[config.mk]
export PLATFORM = sky130hd
export DESIGN_NAME = pll_reset_seq
export DESIGN_NICKNAME = d
export VERILOG_FILES = /design/src/rtl/pll_reset_seq.sv
export SDC_FILE = /design/constraint.sdc
export NUM_CORES = 1
export LEC_CHECK = 0
export BUFFER_PORTS_ARGS = -buffer_cell sky130_fd_sc_hd__buf_4
export CAP_MARGIN = 20
export CORE_MARGIN = 2
export CORE_UTILIZATION = 56
export DETAILED_ROUTE_END_ITERATION = 8
export PLACE_DENSITY = 0.75
export SYNTH_ARGS = -nofsm -noshare
export SYNTH_HDL_FRONTEND = slang
export SYNTH_SLANG_ARGS = --single-unit
export TNS_END_PERCENT = 30
[constraint.sdc]
create_clock -name clkin -period 2.55 [get_ports clkin]
set_clock_uncertainty 0.05 [all_clocks]
set_input_delay 0 -clock clkin [delete_from_list [all_inputs] [get_ports clkin]]
set_output_delay 0 -clock clkin [all_outputs]
set_load 0.005 [all_outputs]
[src/rtl/pll_reset_seq.sv]
// Reset and lock sequencer for the PLL clock tree: pulses the PLL reset, waits for a stable
// lock, then releases the system reset; re-arms the PLL on lock timeout or lock loss.
module pll_reset_seq #(
    parameter int PLL_RST_CYCLES = 8,
    parameter int LOCK_TIMEOUT   = 4096,
    parameter int STABLE_CYCLES  = 1024
) (
    input  logic       clkin,
    input  logic       rst,
    input  logic       locked,
    output logic       pll_rst,
    output logic       sys_rst,
    output logic       ready,
    output logic [7:0] retry_cnt,
    output logic [7:0] loss_cnt
);

    typedef enum logic [1:0] {
        ST_PLL_RST,
        ST_WAIT_LOCK,
        ST_STABLE,
        ST_RUN
    } state_t;

    localparam logic [15:0] RST_LAST     = 16'(PLL_RST_CYCLES - 1);
    localparam logic [15:0] TIMEOUT_LAST = 16'(LOCK_TIMEOUT - 1);
    localparam logic [15:0] STABLE_LAST  = 16'(STABLE_CYCLES - 1);

    state_t      state;
    state_t      state_nxt;
    logic [15:0] cnt;
    logic        locked_m;
    logic        locked_s;
    logic        retry_evt;
    logic        loss_evt;

    // locked is asynchronous to clkin; only locked_s is used beyond this point.
    always_ff @(posedge clkin) begin
        if (rst) begin
            locked_m <= 1'b0;
            locked_s <= 1'b0;
        end else begin
            // NOTE: sequential state uses non-blocking assignments so every flop samples
            // pre-edge values; with blocking, locked_s would see this edge's locked_m.
            locked_m <= locked;
            locked_s <= locked_m;
        end
    end

    always_comb begin
        // NOTE: every output of this block gets a default first, so no path leaves a
        // variable unassigned and no latch is inferred.
        state_nxt = state;
        retry_evt = 1'b0;
        loss_evt  = 1'b0;
        case (state)
            ST_PLL_RST: begin
                if (cnt == RST_LAST) state_nxt = ST_WAIT_LOCK;
            end
            ST_WAIT_LOCK: begin
                if (locked_s) begin
                    state_nxt = ST_STABLE;
                end else if (cnt == TIMEOUT_LAST) begin
                    state_nxt = ST_PLL_RST;
                    retry_evt = 1'b1;
                end
            end
            ST_STABLE: begin
                if (!locked_s)               state_nxt = ST_WAIT_LOCK;
                else if (cnt == STABLE_LAST) state_nxt = ST_RUN;
            end
            ST_RUN: begin
                if (!locked_s) begin
                    state_nxt = ST_PLL_RST;
                    loss_evt  = 1'b1;
                end
            end
            default: state_nxt = ST_PLL_RST;
        endcase
    end

    always_ff @(posedge clkin) begin
        if (rst) begin
            state     <= ST_PLL_RST;
            cnt       <= 16'd0;
            retry_cnt <= 8'd0;
            loss_cnt  <= 8'd0;
        end else begin
            state <= state_nxt;
            // Every transition restarts the timer; RUN is untimed and keeps it at zero.
            if (state_nxt != state || state == ST_RUN) cnt <= 16'd0;
            else                                       cnt <= cnt + 16'd1;
            if (retry_evt && retry_cnt != 8'hFF) retry_cnt <= retry_cnt + 8'd1;
            if (loss_evt && loss_cnt != 8'hFF)   loss_cnt  <= loss_cnt + 8'd1;
        end
    end

    // Outputs decode from the state register only, never from locked.
    assign pll_rst = (state == ST_PLL_RST);
    assign sys_rst = (state != ST_RUN);
    assign ready   = (state == ST_RUN);

endmodule

==> metrics.txt <==
Die Y=60.0 um; worst skew pair latency=roughly 0.36 ns; largest family of logic cells by synthesized area=simple AND/OR/NAND/NOR gates; Final GP Congestion=0.879; largest net degree at the start of global routing=21; number of global-route vias before repair=~1,400; H-Tree Depth=2; synth top area cells=dfxtp_1 41%, xor2_1 4.5%, nor2_1 4.3%; Worst Hold Path EP=locked_s$_SDFF_PP0_; Syn-to-layout area delta=16.8%; Initial Utilization=about three fifths; Clk Tree Root Cell=clkbuf_4; hold crit path type=register to register; XOR/XNOR share of the synthesized area=7.97%; synthesis warning total=0; RSZ-0062 raised after global routing=false; syn_area_per_cell=around 8.8 um^2; Fmax=between 500 and 600 MHz; Yosys reg bits=36; RR Startpoint=cnt[0]$_SDFF_PP0_; Final Cycle Share=a little under 80%; critical path class=register to register; reg2reg setup slack=roughly 0.56 ns; HPWL Detailed=about 2500 um; setup slack at placement=a little under 0.6 ns; n_diodes=0; # nets final=approximately 230; Worst Path Max Fanout=12; Pre-Repair DR Iteration Count=5; GRT Overall Usage=a little under a quarter; post-CTS setup buffer count=0; R2R depth=6; maxcap violations=0; simple-gate share of the synthesized area=between 30% and 40%; Critical Path RT=approximately 2.8 ns; Vias=1,607; status=finished clean; TritonCTS Buffers=5; Worst Tran Pin Value=approximately 0.73 ns; Final ANT Viol Nets=0; Finished Layout Cells=between 200 and 300; Worst Hold Launch=locked_m$_SDFF_PP0_; grt total ovfl=0; final hold violations=0; syn_nets=approximately 210; port bufs=21; EDFF count, synth=0; Final min period=~2.0 ns; final setup vio count=0; antenna violations before repair=0; Max clock buf depth=2; CTS tree=yes; Adder-Cell Fraction of Synth Area=under 10%; via/cell ratio=~6; cell area power density=552 mW/mm^2; die area=approximately 0.0036 mm^2; Max Transition Viols Final=0; WP data arrival=around 2.2 ns; post-synthesis async set-or-reset flop share=0%; Row Count=20; Syn Inst Count=a little under 200; mux share of post-synthesis cell area=less than 1%; DP Cell Count=about 260; area leader, netlist=dfxtp_1; Crit. End Element=register; Synth cell types=44; 1st-iter DRT viols=between 80 and 90; Max VDD drop=~0.32 mV; Mapped Area=0.00176 mm^2; share of cells above drive strength 1=15.6%; Ports=22; TNS Setup=0 ns; # clock sinks=36; top-count cell post-synth=dfxtp_1; Std-Cell Core Area=between 0.003 and 0.004 mm^2; placed inst area=around 0.0019 mm^2; Routed WL per cell=approximately 14 um; CP Launch Point=cnt[0]$_SDFF_PP0_; post-synthesis sequential area ratio=41.0%; post-synth top area share=41.0%; synth cell count leaders=36 x dfxtp_1, 20 x nor2_1, 11 x nand3_1, 10 x nand4_1; global-route wire length before repair=6160 um; leakage dissipation=0.749 nW; DRT Wirelength=around 3700 um; complex-gate fraction of the synthesized area=between 10% and 20%; Worst setup SP type=register; die width=60.0 um; DR DRC count=0; worst hold stages=1; main flop type after synthesis=dfxtp_1; setup ws final=0.560 ns; R2R Path End=retry_cnt[4]$_SDFFE_PP0P_; Slew HR=between 50% and 60%; final instance area=0.00205 mm^2; clock-pin slew on the worst setup and hold paths=about 0.11 ns
## critical path, stage by stage (launching register included)
cell and delay (ns):
dfxtp_1 0.40, ha_1 0.24, and3_1 0.29, nand4_1 0.11, buf_4 0.20, or4_1 0.50
a21oi_1 0.15
## what timing repair did
item / CTS / global route
gates resized for setup: 0 / 0
endpoints found under the hold margin: 16 / 0
hold buffers: 3 / 0
## area by class of cell
cell class | count | area (um^2)
timing repair buffer | 27 | 210
clock inverter | 2 | 35.0
sequential | 36 | 721
clock buffer | 6 | 41.3
fill | 262 | 975
tap | 44 | 55.1
inverter | 5 | 18.8
multi-input combinational | 148 | 972
## cells by family after synthesis
| logic type | count (synthesis) |
|---|---|
| simple gates | 92 |
| buf+inv | 15 |
| mux | 1 |
| xor+xnor | 16 |
| flops | 36 |
| compound gates | 36 |
| fa+ha+maj | 3 |
## power by group
part           switching [W]  leakage [nW]  internal, W
Sequential         0.0000379         0.291     0.000592
Clock               0.000197        0.0422     0.000205
Combinational      0.0000512         0.415    0.0000500
## layout by cell type (no fill, tap or decap), drive strengths merged, types with 7 or more instances in the layout
cell | synthesis | final
dfxtp | 36 | 36
buf | 5 | 24
nor2 | 20 | 20
nand3 | 11 | 11
nand4 | 10 | 10
xor2 | 9 | 9
a21oi | 9 | 9
nand2 | 7 | 7
nor3 | 7 | 7
xnor2 | 7 | 7
nor4 | 7 | 7
## per-stage QoR
step / hold slack (ns) / total power, W / utilization (%)
6_report: 0.404 / 0.00113 / 67.8
5_1_grt: 0.422 / 0.00119 / 67.8
4_1_cts: 0.413 / 0.00115 / 67.8
3_5_place_dp: 0.191 / 0.000740 / 64.3
3_3_place_gp: 0.170 / 0.000732 / 64.3
2_1_floorplan: 0.0782 / 0.000711 / -
## how the worst max path moves through the flow
stage | endpoint | slack (ns)
6_report | retry_cnt[4]$_SDFFE_PP0P_ | 0.56
5_1_grt | retry_cnt[4]$_SDFFE_PP0P_ | 0.44
4_1_cts | retry_cnt[4]$_SDFFE_PP0P_ | 0.55
3_5_place_dp | retry_cnt[4]$_SDFFE_PP0P_ | 0.58
3_3_place_gp | retry_cnt[0]$_SDFFE_PP0P_ | 0.64
2_1_floorplan | cnt[10]$_SDFF_PP0_ | 0.67
## registers in the layout, summed over array words and instances, names as in the netlist
signal,cells
cnt,16
locked_m,1
locked_s,1
loss_cnt,8
retry_cnt,8
state,2
## metal layers
layer  part of all wire (%)  wire, um  vias up  global-route usage (%)
met3                    5.9       218        8                    6.93
met1                     45      1650      751                    28.6
met4                    2.4        89        0                    13.0
met5                      0         0        -                       0
met2                     47      1740       54                    35.9
li1                       -         -      794                       -
Note: power is estimated with default switching activity, not from simulation.
